File: config.mk
export PLATFORM = sky130hd
export DESIGN_NAME = step_controller
export DESIGN_NICKNAME = d
export VERILOG_FILES = /design/src/rtl/step_controller_pkg.sv /design/src/rtl/step_timeout.sv /design/src/rtl/step_controller.sv
export SDC_FILE = /design/constraint.sdc
export NUM_CORES = 1
export LEC_CHECK = 0
export CORE_MARGIN = 4
export CORE_UTILIZATION = 55
export CTS_CLUSTER_SIZE = 16
export DETAILED_ROUTE_END_ITERATION = 10
export HOLD_SLACK_MARGIN = 0.05
export MAX_ROUTING_LAYER = met4
export PLACE_DENSITY = 0.87
export SLEW_MARGIN = 30
export SYNTH_ARGS = -nofsm -noshare
export SYNTH_HDL_FRONTEND = slang
export SYNTH_SLANG_ARGS = --single-unit
File: constraint.sdc
create_clock -name clk_in -period 5.77 [get_ports clk_in]
set_clock_uncertainty 0.15 [all_clocks]
set_input_delay 0.577 -clock clk_in [delete_from_list [all_inputs] [get_ports clk_in]]
set_output_delay 0.577 -clock clk_in [all_outputs]
set_load 0.02 [all_outputs]
File: src/rtl/step_controller_pkg.sv
// Shared types and default sizes for the single-step / run controller.
package step_controller_pkg;

  localparam int unsigned DEF_PEND_W  = 3;
  localparam int unsigned DEF_CNT_W   = 16;
  localparam int unsigned DEF_TIMEOUT = 255;

  typedef enum logic [1:0] {
    ST_IDLE   = 2'b00,
    ST_EXEC   = 2'b01,
    ST_HALTED = 2'b10,
    ST_FAULT  = 2'b11
  } state_e;

endpackage

File: src/rtl/step_timeout.sv
// Watchdog: counts enabled cycles since the last clear and flags when TIMEOUT is reached.
module step_timeout
  import step_controller_pkg::*;
#(
  parameter int unsigned TIMEOUT = DEF_TIMEOUT
) (
  input  logic clk_in,
  input  logic reset,
  input  logic enable,
  input  logic clear,
  output logic expired
);

  localparam int unsigned TMO_W = $clog2(TIMEOUT + 1);

  logic [TMO_W-1:0] cnt_q, cnt_d;
  logic             expired_q;

  // Saturating counter, held at zero whenever the watchdog is disarmed.
  always_comb begin
    cnt_d = cnt_q;
    if (!enable || clear) begin
      cnt_d = '0;
    end else if (cnt_q != TMO_W'(TIMEOUT)) begin
      cnt_d = cnt_q + 1'b1;
    end
  end

  always_ff @(posedge clk_in) begin
    if (!reset) begin
      cnt_q     <= '0;
      expired_q <= 1'b0;
    end else begin
      cnt_q     <= cnt_d;
      expired_q <= (cnt_d == TMO_W'(TIMEOUT));
    end
  end

  assign expired = expired_q;

endmodule

File: src/rtl/step_controller.sv
// Generates the CPU clock-enable from step presses / run mode, with a press queue,
// completed-instruction counter and a stuck-CPU watchdog.
module step_controller
  import step_controller_pkg::*;
#(
  parameter int unsigned PEND_W  = DEF_PEND_W,
  parameter int unsigned CNT_W   = DEF_CNT_W,
  parameter int unsigned TIMEOUT = DEF_TIMEOUT
) (
  input  logic              clk_in,
  input  logic              reset,
  input  logic              step_pulse,
  input  logic              run_mode,
  input  logic              halt,
  input  logic              instr_done,
  output logic              cpu_en,
  output logic [PEND_W-1:0] pending,
  output logic [CNT_W-1:0]  step_count,
  output logic              busy,
  output logic              halted,
  output logic              fault
);

  state_e              state_q, state_d;
  logic [PEND_W-1:0]   pend_q, pend_d;
  logic [CNT_W-1:0]    cnt_q, cnt_d;
  logic                cpu_en_q, busy_q, halted_q, fault_q;
  logic                inc_c, take_c, have_req_c, exec_c, expired;

  assign exec_c = (state_q == ST_EXEC);

  step_timeout #(
    .TIMEOUT (TIMEOUT)
  ) u_timeout (
    .clk_in  (clk_in),
    .reset   (reset),
    .enable  (exec_c),
    .clear   (instr_done),
    .expired (expired)
  );

  // Next state, request consumption and instruction counting.
  always_comb begin
    state_d    = state_q;
    cnt_d      = cnt_q;
    inc_c      = 1'b0;
    take_c     = 1'b0;
    have_req_c = (pend_q != '0) || step_pulse;
    case (state_q)
      ST_IDLE: begin
        inc_c = step_pulse && !run_mode;
        if (run_mode) begin
          state_d = ST_EXEC;
        end else if (have_req_c) begin
          state_d = ST_EXEC;
          take_c  = 1'b1;
        end
      end
      ST_EXEC: begin
        inc_c = step_pulse && !run_mode;
        if (instr_done) begin
          cnt_d = cnt_q + 1'b1;
          if (halt) begin
            state_d = ST_HALTED;
          end else if (run_mode) begin
            state_d = ST_EXEC;
          end else if (have_req_c) begin
            take_c = 1'b1;
          end else begin
            state_d = ST_IDLE;
          end
        end else if (expired) begin
          state_d = ST_FAULT;
        end
      end
      ST_HALTED: state_d = ST_HALTED;
      ST_FAULT:  state_d = ST_FAULT;
      default:   state_d = ST_IDLE;
    endcase
  end

  // Press queue: a press consumed in the same cycle leaves the count untouched.
  always_comb begin
    pend_d = pend_q;
    if (inc_c && !take_c) begin
      if (pend_q != '1) begin
        pend_d = pend_q + 1'b1;
      end
    end else if (take_c && !inc_c) begin
      pend_d = pend_q - 1'b1;
    end
  end

  always_ff @(posedge clk_in) begin
    if (!reset) begin
      state_q  <= ST_IDLE;
      pend_q   <= '0;
      cnt_q    <= '0;
      cpu_en_q <= 1'b0;
      busy_q   <= 1'b0;
      halted_q <= 1'b0;
      fault_q  <= 1'b0;
    end else begin
      state_q  <= state_d;
      pend_q   <= pend_d;
      cnt_q    <= cnt_d;
      cpu_en_q <= (state_d == ST_EXEC);
      busy_q   <= (state_d == ST_EXEC);
      halted_q <= (state_d == ST_HALTED);
      fault_q  <= (state_d == ST_FAULT);
    end
  end

  assign cpu_en     = cpu_en_q;
  assign busy       = busy_q;
  assign halted     = halted_q;
  assign fault      = fault_q;
  assign pending    = pend_q;
  assign step_count = cnt_q;

endmodule

==> results.md <==
* CTS Hold Bufs at 0
* Routed via count at 1,444
* DRT iter0 DRCs at 84
* Worst EP required at 5.89 ns
* Fraction of layout cells with a size suffix above 1 at 0.0861
* CP Capture Type: flop
* Post-DRT Antenna Nets at 0
* Leading area contributor after synthesis: dfxtp_1
* Clock-pin slew on the worst setup and hold paths at 0.11 ns
* Final setup viols at 0
* Setup Crit Path Kind: input port to flop
* First-pass GRT wire length at 5810 µm
* DRC at 0
* Final GP Congestion at 0.896
* Total GRT Usage at 0.185
* Worst Setup SP: instr_done
* Hold Crit Class: flop to flop
* Synth top area cells: dfxtp_1, xor2_1, a21oi_1, nor2_1, nand4_1
* Crit start category: input port
* EDFF count, synth at 0
* Setup TNS at 0 ns
* Syn Area/Cell at 8.98 µm²
* Seq/Total Area, Yosys at 0.409
* Prevailing post-synth register cell: dfxtp_1
* Peak supply drop at 0.231 mV
* Postcts setup bufs at 0
* Vias in the first global route at 1,348
* Core area at 2780 µm²
* Slowest CP cell: clkdlybuf4s50_1
* Pwr/cell area at 216 nW/µm²
* Initial antenna violation count at 0
* Slew @ Worst Pin at 0.497 ns
* Post-Syn Nets at 189
* Max Cap Viol at 0
* Hold path start: step_count[15]
* Cell Chain, Critical Path: clkdlybuf4s50_1 -> or2b_1 -> nand4_1 -> fa_1 -> a2111o_1 -> a21boi_1 -> mux2i_1
* Fin nets at 217
* Setup slack, reg-to-reg at 3.73 ns
* Count of cells resized by post-cts repair at 0
* Unrepaired setup endpoints after global routing: false
* Leakage power at 0.655 nW
* DR pass1 iterations at 4
* WL/cell at 14.0 µm
* Cells after synthesis at 180
* Boundary Pins at 29
* Most common cell in the netlist: dfxtp_1
* Area grow syn2layout at 20.7%
* Status: finished, final reports clean
* Yosys warning count at 0
* Met2 wire length at 1550 µm
* WL met3 at 210 µm
* Avg Vias per Cell at 6.02
* Site row count at 19
* Worst-Skew Late Latency at 0.34 ns
* CTS tree: done
* Max-slew violations at 0
* Crit path DAT at 2.61 ns
* Count of cell types in the netlist at 45
* Final hold vios at 0
* Root buf cell: clkbuf_4
* CP max FO at 6
* Top metal layer carrying routed signals: met4
* CTS Buf Count at 5
* Die H at 62.2 µm
* Fin crit period at 2.49 ns
* Cells on worst reg2reg path at 5
* Seq cells post-synth at 33
* Pin count of the biggest net entering global routing at 17
* Reg-to-Reg End: pending[2]
* Relative slew slack at 0.668
* Commonest cells in the netlist: dfxtp_1, nor2_1, a21oi_1
* Fmax at 0.402 GHz
* Antenna diodes at 0
* Synth top area share at 0.409
* CTS max path bufs at 2
* Post-synth ARST share at 0
* Die Width at 62.2 µm
* Metal1 wirelength at 1520 µm
* GRT overflow at 0
* Drt total wl at 3360 µm
* Port buffer count at 28
* Final worst-path cycle share at 0.431
* Final core utilization at 0.701
* Worst hold path depth at 2
* H-tree depth at 2
* Synth Cell Area at 1620 µm²
* CTS Sinks at 33
* Hold EP: step_count[15]
* Effective utilization at floorplan at 0.581
* CP max stage delay at 0.50 ns
* Final Total Pwr at 0.000422 W
* Worst R2R Start: state_q[0]
* DP HPWL at 2450 µm
* DIE AREA at 3870 µm²
* WHS at 0.343 ns
## worst max-delay path by stage
stage	to	slack [ns]
final	pending[2]	3.28
after global placement	pending[2]	3.02
after detailed placement	pending[2]	2.94
after CTS	pending[2]	3.31
after floorplan	pending[2]	3.61
after global routing	pending[2]	3.11
## through the flow
| stage | area, µm² | setup WS [ns] | cells |
|---|---|---|---|
| after detailed placement | 1900 | 2.94 | 232 |
| after global routing | 1950 | 3.11 | 240 |
| after global placement | 1900 | 3.02 | 232 |
| final | 1950 | 3.28 | 240 |
| after floorplan | 1620 | 3.61 | 180 |
| after CTS | 1950 | 3.31 | 240 |
## placed cells by master, fill, tap and decap left out, types with 5 or more instances in the layout
cell type        synthesis  routed
a21oi_1                 12      12
clkbuf_4                 0       5
clkdlybuf4s50_1          0      28
dfxtp_1                 33      33
inv_1                    6       6
nand2_1                 11      11
nand3_1                  7       7
nand4_1                  9       9
nor2_1                  16      16
o21ai_0                  6       6
xor2_1                   7       7
## final cells by class
class | instances | area, µm²
multi-input cells | 134 | 893
fillers | 219 | 831
flip-flops and latches | 33 | 661
repair buffers | 28 | 280
well taps | 31 | 38.8
clock buffers | 5 | 37.5
inverters | 6 | 22.5
clock inverters | 3 | 17.5
## cell families after synthesis
logic type | Yosys count | share of synthesized area
DFF | 33 | 0.409
and+or+nand+nor | 80 | 0.296
buffers and inverters | 13 | 0.0387
muxes | 6 | 0.0387
AOI/OAI and AO/OA | 35 | 0.135
adders and majority gates | 3 | 0.0279
xor gates and xnor gates | 10 | 0.0542
## registers in the layout (all words and copies together), names as in the netlist
register,flops
halted,1
u_timeout.expired,1
pending,3
state_q,2
u_timeout.cnt_q,8
step_count,16
busy,1
fault,1
## report_power, final
part | switching, W | internal (W)
Sequential | 0.00000906 | 0.000234
Clock | 0.0000839 | 0.0000459
Combinational | 0.0000243 | 0.0000249
## critical path: cells and delay by family
kind | cells | cell delay (ns)
fa+ha+maj | 1 | 0.42
simple gates | 2 | 0.41
compound gates | 2 | 0.52
buf+inv | 1 | 0.50
mux | 1 | 0.19
## metal layers
metal	track usage	vias to the layer above
met3	0.0667	11
met1	0.208	679
met4	0.0949	0
met5	-	-
li1	-	710
met2	0.288	44
No activity file was read; power rests on OpenSTA's default activity.
